===== src/rtl/cdb_scheduler_pkg.sv =====
// cdb_scheduler_pkg: shared constants and helpers for the common-data-bus scheduler.
package cdb_scheduler_pkg;
   localparam int CDB_IDLE_SEL    = 0;
   localparam int CDB_ADDR_ALU    = 1;
   localparam int CDB_ADDR_BRANCH = 2;
   localparam int CDB_ADDR_MULDIV = 3;
   localparam int CDB_ADDR_LS     = 4;

   function automatic int cdb_wrap_inc(input int idx, input int n);
      return (idx + 1 >= n) ? 0 : idx + 1;
   endfunction
endpackage


===== src/rtl/cdb_scheduler_rr_pick.sv =====
// cdb_scheduler_rr_pick: cyclic first-one finder starting at i_start.
module cdb_scheduler_rr_pick #(
   parameter int N  = 4,
   parameter int IW = 2
) (
   input  logic [N-1:0]  i_req,
   input  logic [IW-1:0] i_start,
   output logic          o_valid,
   output logic [IW-1:0] o_idx
);
   always_comb begin
      o_valid = 1'b0;
      o_idx   = '0;
      // Scan farthest-first so the nearest hit from i_start wins last.
      for (int k = N - 1; k >= 0; k--) begin
         if (i_req[IW'((int'(i_start) + k) % N)]) begin
            o_valid = 1'b1;
            o_idx   = IW'((int'(i_start) + k) % N);
         end
      end
   end
endmodule


===== src/rtl/cdb_scheduler.sv =====
// cdb_scheduler: round-robin owner select for two shared result buses.
// Define CDB_PERF_EN to add the perf_full / perf_stall counters.
module cdb_scheduler
   import cdb_scheduler_pkg::*;
#(
   parameter int REQUESTERS = 4,
   parameter int ADDR_WIDTH = 4
) (
   input  logic                  i_clk,
   input  logic                  i_reset,
   input  logic                  i_clear,
   input  logic [REQUESTERS-1:0] i_req,
   output logic [ADDR_WIDTH-1:0] o_select1,
   output logic [ADDR_WIDTH-1:0] o_select2,
   output logic [REQUESTERS-1:0] o_grant1,
   output logic [REQUESTERS-1:0] o_grant2
`ifdef CDB_PERF_EN
   ,
   output logic [31:0]           o_perf_full,
   output logic [31:0]           o_perf_stall
`endif
);
   localparam int IW = (REQUESTERS > 1) ? $clog2(REQUESTERS) : 1;

   logic [IW-1:0]         r_ptr;
   logic [ADDR_WIDTH-1:0] r_sel1, r_sel2;
   logic [REQUESTERS-1:0] w_grant1, w_grant2, w_eff, w_req2;
   logic                  w_v1, w_v2;
   logic [IW-1:0]         w_idx1, w_idx2, w_start2, w_ptr_nxt;
   logic [ADDR_WIDTH-1:0] w_nsel1, w_nsel2;

   always_comb begin
      w_grant1 = '0;
      w_grant2 = '0;
      for (int i = 0; i < REQUESTERS; i++) begin
         w_grant1[i] = (r_sel1 == ADDR_WIDTH'(i + 1));
         w_grant2[i] = (r_sel2 == ADDR_WIDTH'(i + 1));
      end
   end

   // Current bus owners are still dropping req this cycle; ignore them.
   assign w_eff = i_req & ~(w_grant1 | w_grant2);

   cdb_scheduler_rr_pick #(.N(REQUESTERS), .IW(IW)) u_pick1 (
      .i_req   (w_eff),
      .i_start (r_ptr),
      .o_valid (w_v1),
      .o_idx   (w_idx1)
   );

   always_comb begin
      w_req2         = w_eff;
      w_req2[w_idx1] = 1'b0;
   end

   assign w_start2 = IW'(cdb_wrap_inc(int'(w_idx1), REQUESTERS));

   cdb_scheduler_rr_pick #(.N(REQUESTERS), .IW(IW)) u_pick2 (
      .i_req   (w_req2),
      .i_start (w_start2),
      .o_valid (w_v2),
      .o_idx   (w_idx2)
   );

   assign w_nsel1   = w_v1 ? ADDR_WIDTH'(w_idx1) + ADDR_WIDTH'(1) : ADDR_WIDTH'(CDB_IDLE_SEL);
   assign w_nsel2   = w_v2 ? ADDR_WIDTH'(w_idx2) + ADDR_WIDTH'(1) : ADDR_WIDTH'(CDB_IDLE_SEL);
   assign w_ptr_nxt = !w_v1 ? r_ptr
                    : IW'(cdb_wrap_inc(int'(w_v2 ? w_idx2 : w_idx1), REQUESTERS));

   always_ff @(posedge i_clk) begin
      if (i_reset) begin
         r_ptr  <= '0;
         r_sel1 <= ADDR_WIDTH'(CDB_IDLE_SEL);
         r_sel2 <= ADDR_WIDTH'(CDB_IDLE_SEL);
      end else if (i_clear) begin
         r_sel1 <= ADDR_WIDTH'(CDB_IDLE_SEL);
         r_sel2 <= ADDR_WIDTH'(CDB_IDLE_SEL);
      end else begin
         r_ptr  <= w_ptr_nxt;
         r_sel1 <= w_nsel1;
         r_sel2 <= w_nsel2;
      end
   end

   assign o_select1 = r_sel1;
   assign o_select2 = r_sel2;
   assign o_grant1  = w_grant1;
   assign o_grant2  = w_grant2;

`ifdef CDB_PERF_EN
   logic [31:0]           r_full, r_stall;
   logic [REQUESTERS-1:0] w_served;

   // A flush cancels this edge's picks, so every effective request goes unserved.
   always_comb begin
      w_served = '0;
      if (!i_clear && w_v1) w_served[w_idx1] = 1'b1;
      if (!i_clear && w_v2) w_served[w_idx2] = 1'b1;
   end

   always_ff @(posedge i_clk) begin
      if (i_reset) begin
         r_full  <= '0;
         r_stall <= '0;
      end else begin
         r_full  <= r_full + 32'((r_sel1 != '0) && (r_sel2 != '0));
         r_stall <= r_stall + 32'(|(w_eff & ~w_served));
      end
   end

   assign o_perf_full  = r_full;
   assign o_perf_stall = r_stall;
`endif
endmodule

===== config.mk =====
export PLATFORM = sky130hd
export DESIGN_NAME = cdb_scheduler
export DESIGN_NICKNAME = d
export VERILOG_FILES = /design/src/rtl/cdb_scheduler_pkg.sv /design/src/rtl/cdb_scheduler_rr_pick.sv /design/src/rtl/cdb_scheduler.sv
export SDC_FILE = /design/constraint.sdc
export NUM_CORES = 1
export LEC_CHECK = 0
export ABC_AREA = 1
export CORE_MARGIN = 2
export CORE_UTILIZATION = 45
export CTS_BUF_LIST = sky130_fd_sc_hd__clkbuf_8
export CTS_CLUSTER_DIAMETER = 200
export DETAILED_ROUTE_END_ITERATION = 8
export PLACE_DENSITY = 0.71
export SYNTH_ARGS = -nofsm -noshare
export SYNTH_HDL_FRONTEND = slang
export SYNTH_HIERARCHICAL = 1
export SYNTH_SLANG_ARGS = --single-unit

===== constraint.sdc =====
create_clock -name i_clk -period 5.7 [get_ports i_clk]
set_input_delay 1.71 -clock i_clk [delete_from_list [all_inputs] [get_ports i_clk]]
set_output_delay 1.71 -clock i_clk [all_outputs]
set_load 0.05 [all_outputs]

== Yosys cells after proc, flatten, opt, wreduce, memory -nomap -nowiden ==
Cells that the tools add are included.
Storage, ports and cells
  register bits: 10
  input bits: 7
  output and inout bits: 16
Operators by class
  $add $sub $neg: 10
  order comparisons: 12
  eq/ne operators: 8
  mux-type cells: 45
  bitwise operators: 8
  reduce and logical (&&, ||, !) cells: 4
Operator list (number)
  < comparator 2 x 4 -> 1 bit, second input constant: 8
  two-way mux 1 bit: 25
  two-way mux 2 bit: 11
  binary-select mux 1 bit (select 2 bit): 8
  equality test 4 x 2 -> 1 bit, second input constant: 4
  adder 2 x 1 -> 3 bit, second input constant: 4
  adder 2 bit, second input constant: 4
  AND 4 bit: 2
  equality test 4 x 1 -> 1 bit, second input constant: 2
  equality test 4 x 3 -> 1 bit, second input constant: 2
  NOT 4 bit: 2
  >= comparator 3 bit, second input constant: 2
  OR reduction 3 bit: 2
  adder 2 x 1 -> 2 bit, second input constant: 2
  OR 4 bit: 1
  < comparator 2 x 3 -> 1 bit, second input constant: 1
  NOT 1 bit: 3
  demux 1 bit (select 2 bit): 1
  >= comparator 2 x 1 -> 1 bit, second input constant: 1
  AND reduction 2 bit: 1
  logical AND 1 bit: 1

== Depth between registers and ports, before layout ==
  depth in word-level cells: 28
  gate-level depth with buffers: 32
  depth with buffers taken out: 32

== Hierarchy ==
The synthesis kept the hierarchy.
By module, submodules not included
  cdb_scheduler: times used 1, cells each 87, area each 578.1 sq um
  cdb_scheduler_rr_pick: times used 2, cells each 46, area each 212.7 sq um

== Worst setup path after synthesis ==
No wires, ideal clock.
  kind: input to register
  from: in i_req[2]
  to: reg r_sel2[1] (netlist: o_select2[1])
  setup time: 0.112 ns
  arrival: 3.971 ns
  data required time: 5.588 ns
  path slack: 1.616 ns
  stages on the path: 25
  cell sequence: nand2_1 -> nor2_1 -> inv_1 -> nand2_1 -> and2_4 -> nand2_2 -> nand2_2 -> clkinv_2 -> nand2_1 -> nand2_1 -> nand2_1 -> inv_1 -> ha_1 -> nor3_1 -> inv_1 -> nand2_1 -> and2_4 -> nand2_2 -> nand2_2 -> clkinv_2 -> nand3_1 -> nand2_1 -> ha_1 -> inv_1 -> nor2_1
RTL lines
  from (decl): RTL line cdb_scheduler.sv:12  | input logic [REQUESTERS-1:0] i_req,
  AND 4 bit *: RTL line cdb_scheduler.sv:42  | assign w_eff = i_req & ~(w_grant1 | w_grant2);
  net w_eff[2]: RTL line cdb_scheduler.sv:27  | logic [REQUESTERS-1:0] w_grant1, w_grant2, w_eff, w_req2;
  binary-select mux 1 bit (select 2 bit): RTL line cdb_scheduler_rr_pick.sv:16  | if (i_req[IW'((int'(i_start) + k) % N)]) begin
  two-way mux 1 bit (not written as such) (2 in series): RTL line cdb_scheduler_rr_pick.sv:16
  two-way mux 2 bit (3 in series): RTL line cdb_scheduler_rr_pick.sv:16
  two-way mux 2 bit *: RTL line cdb_scheduler_rr_pick.sv:16
  net w_idx1[0]: RTL line cdb_scheduler.sv:29  | logic [IW-1:0] w_idx1, w_idx2, w_start2, w_ptr_nxt;
  < comparator 2 x 3 -> 1 bit (not written as such) / >= comparator 2 x 1 -> 1 bit (equally long branches): RTL line cdb_scheduler.sv:53  | w_req2[w_idx1] = 1'b0;
  (+4 left out)
  AND 4 bit (no source line) *
  net w_req2[2]: RTL line cdb_scheduler.sv:27
  binary-select mux 1 bit (select 2 bit): RTL line cdb_scheduler_rr_pick.sv:16
  two-way mux 1 bit (not written as such) (2 in series): RTL line cdb_scheduler_rr_pick.sv:16
  two-way mux 2 bit (3 in series): RTL line cdb_scheduler_rr_pick.sv:16
  two-way mux 2 bit *: RTL line cdb_scheduler_rr_pick.sv:16
  net w_idx2[0]: RTL line cdb_scheduler.sv:29
  adder 2 x 1 -> 3 bit *: RTL line cdb_scheduler.sv:66  | assign w_nsel2 = w_v2 ? ADDR_WIDTH'(w_idx2) + ADDR_WIDTH'(1) : ADDR_WIDTH'(CDB_IDLE_SEL);
  to (signal assigned): RTL line cdb_scheduler.sv:74  | r_sel2 <= ADDR_WIDTH'(CDB_IDLE_SEL);
  to (signal assigned): RTL line cdb_scheduler.sv:77  | r_sel2 <= ADDR_WIDTH'(CDB_IDLE_SEL);
  to (signal assigned): RTL line cdb_scheduler.sv:81  | r_sel2 <= w_nsel2;
  to (decl): RTL line cdb_scheduler.sv:26  | logic [ADDR_WIDTH-1:0] r_sel1, r_sel2;
The timed path passes the listed nets; every way through them passes the cells marked *. The select of a mux whose other input is x is not followed.
A chain may end at the register's enable or synchronous reset.

== Worst setup path after layout ==
  from: in i_req[2]
  to: reg r_ptr[1]
Between the ends
  word-level cells in the longest chain between the ends: 25
Ends and longest elaborated chain
  AND 4 bit *: RTL line cdb_scheduler.sv:42
  net w_eff[2]: RTL line cdb_scheduler.sv:27
  binary-select mux 1 bit (select 2 bit): RTL line cdb_scheduler_rr_pick.sv:16
  two-way mux 1 bit (not written as such) (2 in series): RTL line cdb_scheduler_rr_pick.sv:16
  two-way mux 2 bit (3 in series): RTL line cdb_scheduler_rr_pick.sv:16
  two-way mux 2 bit *: RTL line cdb_scheduler_rr_pick.sv:16
  net w_idx1[0]: RTL line cdb_scheduler.sv:29
  < comparator 2 x 3 -> 1 bit (not written as such) / >= comparator 2 x 1 -> 1 bit (equally long branches): RTL line cdb_scheduler.sv:53
  (+5 left out)
  net w_req2[2]: RTL line cdb_scheduler.sv:27
  (+1 left out)
  two-way mux 1 bit (not written as such) (2 in series): RTL line cdb_scheduler_rr_pick.sv:16
  two-way mux 2 bit (3 in series): RTL line cdb_scheduler_rr_pick.sv:16
  two-way mux 2 bit *: RTL line cdb_scheduler_rr_pick.sv:16
  net w_idx2[1]: RTL line cdb_scheduler.sv:29
  two-way mux 2 bit *: RTL line cdb_scheduler.sv:68  | : IW'(cdb_wrap_inc(int'(w_v2 ? w_idx2 : w_idx1), REQUESTERS));
  adder 2 x 1 -> 3 bit *: RTL line cdb_scheduler_pkg.sv:10  | return (idx + 1 >= n) ? 0 : idx + 1;
  >= comparator 3 bit: RTL line cdb_scheduler_pkg.sv:10
  two-way mux 2 bit *: RTL line cdb_scheduler_pkg.sv:10
  to (signal assigned): RTL line cdb_scheduler.sv:79  | r_ptr <= w_ptr_nxt;
  to (decl): RTL line cdb_scheduler.sv:25  | logic [IW-1:0] r_ptr;
Marked as above.

==> flow_summary.html <==
<table>
<tr><th>Metric</th><th>Value</th></tr>
<tr><th colspan="2">Clock network</th></tr>
<tr><td>Worst-skew pair later-pin latency</td><td>0.22 ns</td></tr>
<tr><td>CTS clock-pin slew for the worst setup and hold paths</td><td>around 0.04 ns</td></tr>
<tr><td>CTS Buf Count</td><td>3</td></tr>
<tr><td>Buffers inserted during post-CTS setup optimization</td><td>0</td></tr>
<tr><td>Clock tree from TritonCTS</td><td>yes</td></tr>
<tr><td>Post_cts resized</td><td>0</td></tr>
<tr><td>Root buf cell</td><td>sky130_fd_sc_hd__clkbuf_8</td></tr>
<tr><td>Hold bufs inserted after CTS</td><td>0</td></tr>
<tr><td>Worst-case clock buffer depth</td><td>2</td></tr>
<tr><td>Max H-tree Level</td><td>1</td></tr>
<tr><td>Number of sinks handled by clock tree synthesis</td><td>8</td></tr>
<tr><th colspan="2">Worst setup path</th></tr>
<tr><td>Most frequent CP cell</td><td>sky130_fd_sc_hd__nand2_1</td></tr>
<tr><td>Worst-case reg-to-reg path depth</td><td>30</td></tr>
<tr><td>Worst endpoint required time</td><td>roughly 5.8 ns</td></tr>
<tr><td>Capture instance of the worst register-to-register path</td><td>r_ptr[1]</td></tr>
<tr><td>Startpoint type of the worst setup path</td><td>primary input</td></tr>
<tr><td>Type of element capturing the critical path</td><td>register</td></tr>
<tr><td>Maximum fanout count along the critical path</td><td>6</td></tr>
<tr><td>Flop-to-flop setup slack</td><td>about 2.4 ns</td></tr>
<tr><td>Worst r2r src</td><td>o_select2[2]</td></tr>
<tr><td>Crit path max-delay cell type</td><td>sky130_fd_sc_hd__clkdlybuf4s50_1</td></tr>
<tr><td>Arrival time worst endpoint</td><td>a little under 5 ns</td></tr>
<tr><td>Critical setup path kind</td><td>primary input to register</td></tr>
<tr><td>Slowest stage delay, CP</td><td>approximately 0.46 ns</td></tr>
<tr><th colspan="2">STA</th></tr>
<tr><td>Number of setup violations in the final report</td><td>0</td></tr>
<tr><td>Slew HR</td><td>roughly two thirds</td></tr>
<tr><td>Min Clock Period, post-route</td><td>4.69 ns</td></tr>
<tr><td>Final count of hold timing violations</td><td>0</td></tr>
<tr><td>Sum Neg Setup Slack</td><td>0 ns</td></tr>
<tr><td>Transition time at the pin with the least slew margin</td><td>0.499 ns</td></tr>
<tr><td>Max-slew violations</td><td>0</td></tr>
<tr><td>Worst slack on hold paths</td><td>about 0.65 ns</td></tr>
<tr><td>RSZ-0062 raised after global routing</td><td>no</td></tr>
<tr><td>Share of the clock period used by the worst path after layout</td><td>slightly above 80%</td></tr>
<tr><td>Worst Clk Skew</td><td>0.000648 ns</td></tr>
<tr><td>F_max</td><td>approximately 210 MHz</td></tr>
<tr><th colspan="2">Synth</th></tr>
<tr><td>Number of warnings printed during yosys synthesis</td><td>6</td></tr>
<tr><td>Ranking of synthesized cells by area</td><td>sky130_fd_sc_hd__nand2_1 24%, sky130_fd_sc_hd__dfxtp_1 16%, sky130_fd_sc_hd__inv_1 11%</td></tr>
<tr><td>Mapped Avg Cell Area</td><td>between 5 and 6 µm²</td></tr>
<tr><td>Number of instances in the synthesized netlist</td><td>approximately 180</td></tr>
<tr><td>FF+latch count, synth</td><td>8</td></tr>
<tr><td>Register area share after synthesis</td><td>about 16%</td></tr>
<tr><td>Number of distinct standard cells referenced by the synthesized netlist</td><td>21</td></tr>
<tr><td>Top-area cell type share of the netlist area</td><td>around a quarter</td></tr>
<tr><td>Post-synthesis instance area</td><td>1000 µm²</td></tr>
<tr><td>Dominant cell type by area after synthesis</td><td>sky130_fd_sc_hd__nand2_1</td></tr>
<tr><th colspan="2">Global route</th></tr>
<tr><td>Via count of the first global-routing pass</td><td>969</td></tr>
<tr><td>Gr ovfl total</td><td>0</td></tr>
<tr><td>Met2 layer usage reported by global route</td><td>between 30 and 40%</td></tr>
<tr><td>Met3 usage</td><td>under 10%</td></tr>
<tr><td>Busiest metal layer after global routing</td><td>met2</td></tr>
<tr><td>Global-route wire length before repair</td><td>roughly 4000 µm</td></tr>
<tr><td>Gr usage total</td><td>about 20%</td></tr>
<tr><td>Met1 layer usage reported by global route</td><td>24.6%</td></tr>
<tr><td>Initial antenna violation count</td><td>0</td></tr>
<tr><td>Pin count of the biggest net entering global routing</td><td>13</td></tr>
<tr><th colspan="2">Hold path</th></tr>
<tr><td>Startpoint of the lowest-slack hold path</td><td>r_ptr[1]</td></tr>
<tr><td>Hold Path Depth</td><td>4</td></tr>
<tr><td>Endpoint of the worst hold-timing path</td><td>r_ptr[1]</td></tr>
<tr><td>Tightest Hold Check Type</td><td>register to register</td></tr>
<tr><th colspan="2">Job</th></tr>
<tr><td>Number of maximum-capacitance violations</td><td>0</td></tr>
<tr><th colspan="2">Drt</th></tr>
<tr><td>Number of DRC violations after detailed-routing iteration 0</td><td>18</td></tr>
<tr><td>Routed vias/inst</td><td>roughly 4.7</td></tr>
<tr><td>Routed len/inst</td><td>between 9 and 10 µm</td></tr>
<tr><td>Detailed-route via count</td><td>~1100</td></tr>
<tr><td>Wire length reported by the detailed router</td><td>2230 µm</td></tr>
<tr><td>Remaining design rule violation count</td><td>0</td></tr>
<tr><td>DRT antenna net count</td><td>0</td></tr>
<tr><td>Initial DRT Pass Iterations</td><td>4</td></tr>
<tr><th colspan="2">Placed design</th></tr>
<tr><td>Input/output buffers</td><td>20</td></tr>
<tr><td>Placed Instance Area</td><td>1210 µm²</td></tr>
<tr><td>Detailed placer's ending HPWL</td><td>1910 µm</td></tr>
<tr><td>Routability Congestion</td><td>around 0.83</td></tr>
<tr><th colspan="2">Floorplanning</th></tr>
<tr><td>Standard-cell row count</td><td>17</td></tr>
<tr><td>Die extent in x</td><td>approximately 51 µm</td></tr>
<tr><td>Area inside the core boundary</td><td>approximately 2200 µm²</td></tr>
<tr><td>I/O Pins</td><td>23</td></tr>
<tr><td>Starting utilization of the core area</td><td>46.3%</td></tr>
<tr><td>Die Y</td><td>~50 µm</td></tr>
<tr><td>Die Outline Area</td><td>between 2000 and 3000 µm²</td></tr>
<tr><th colspan="2">Final layout</th></tr>
<tr><td>Total inserted antenna cells</td><td>0</td></tr>
<tr><td>Design area</td><td>roughly 1300 µm²</td></tr>
<tr><td>Layout cell share with drive strength beyond 1</td><td>14.5%</td></tr>
<tr><td>Number of fill cells in the layout</td><td>~240</td></tr>
<tr><td>Number of nets in the layout</td><td>~210</td></tr>
<tr><td>Final core utilization</td><td>57.8%</td></tr>
<tr><td>Synth-to-Final Area Change</td><td>24.9%</td></tr>
<tr><th colspan="2">Run status</th></tr>
<tr><td>Run status</td><td>finished clean</td></tr>
</table>
[layout by cell type (no fill, tap or decap), types with 4 or more instances in the layout]
cell,netlist,final
sky130_fd_sc_hd__clkdlybuf4s50_1,0,20
sky130_fd_sc_hd__inv_1,29,29
sky130_fd_sc_hd__dfxtp_1,8,8
sky130_fd_sc_hd__nand2_2,8,8
sky130_fd_sc_hd__ha_1,5,5
sky130_fd_sc_hd__nor3_2,6,6
sky130_fd_sc_hd__nand2_1,63,63
sky130_fd_sc_hd__nand3_1,15,15
sky130_fd_sc_hd__inv_2,4,4
sky130_fd_sc_hd__nor2_1,17,17
[worst max-delay path, delay by kind of cell]
family / cells / cell delay, ns
and+or+nand+nor: 19 / 1.77
buffers and inverters: 8 / 0.87
AOI/OAI and AO/OA: 1 / 0.24
adders and majority gates: 1 / 0.21
[per-layer routing]
| metal | share of wire (%) | routed length, µm |
|---|---|---|
| met1 | 47 | 1050 |
| met2 | 48 | 1070 |
| met3 | 3.5 | 78 |
| met4 | 1.1 | 25 |
| met5 | 0 | 0 |
[kinds of logic (layout without fill, tap and decap cells)]
kind of cell	count (synthesis)	in the layout	share of synthesized area [%]
and+or+nand+nor	115	115	53.6
buffers and inverters	39	59	17.1
AOI/OAI and AO/OA	11	11	6.73
DFF	8	8	16.0
adders and majority gates	5	5	6.23
other	1	2	0.374
[how the worst max path moves through the flow]
stage,start,endpoint,slack [ns],cells past startpoint
after floorplan,i_req[2],o_select2[1],1.62,25
after global placement,i_req[0],r_ptr[1],0.82,28
after detailed placement,i_req[2],r_ptr[1],0.75,29
after CTS,i_req[2],r_ptr[1],0.97,29
after global routing,i_req[0],r_ptr[1],0.64,27
final,i_req[2],r_ptr[1],1.01,29
[layout make-up]
class | instances | area [µm²] | share of cell area [%]
clock buffers | 3 | 41.3 | 3.29
inverters | 35 | 134 | 10.7
multi-input cells | 133 | 676 | 53.9
flip-flops and latches | 8 | 160 | 12.8
well taps | 28 | 35.0 | 2.79
repair buffers | 21 | 208 | 16.6
[synth_stat cells]
cell	number
sky130_fd_sc_hd__nand2_2	8
sky130_fd_sc_hd__buf_4	2
sky130_fd_sc_hd__o21ai_1	3
sky130_fd_sc_hd__clkinv_2	2
sky130_fd_sc_hd__inv_1	29
sky130_fd_sc_hd__ha_1	5
sky130_fd_sc_hd__nor3_1	3
sky130_fd_sc_hd__nand2_1	63
sky130_fd_sc_hd__dfxtp_1	8
sky130_fd_sc_hd__buf_6	2
sky130_fd_sc_hd__nor3_2	6
sky130_fd_sc_hd__nor2_1	17
sky130_fd_sc_hd__and2_4	2
sky130_fd_sc_hd__nand3_1	15
sky130_fd_sc_hd__inv_2	4
sky130_fd_sc_hd__a21boi_1	2
sky130_fd_sc_hd__o21ai_0	1
sky130_fd_sc_hd__o21ai_2	2
sky130_fd_sc_hd__nor2_8	1
sky130_fd_sc_hd__a21oi_1	3
sky130_fd_sc_hd__conb_1	1
[registers in the layout, summed over array words and instances (netlist names)]
name	cells
o_select2	3
o_select1	3
r_ptr	2
[per-stage QoR]
stage	setup WS (ns)	std cells
after floorplan	1.62	180
after global placement	0.819	225
after detailed placement	0.753	225
after CTS	0.965	228
after global routing	0.645	228
final	1.01	228
Power is left out: the tool's default activity adds up to more than one toggle a clock period on the data nets, which glitch-free logic cannot reach.
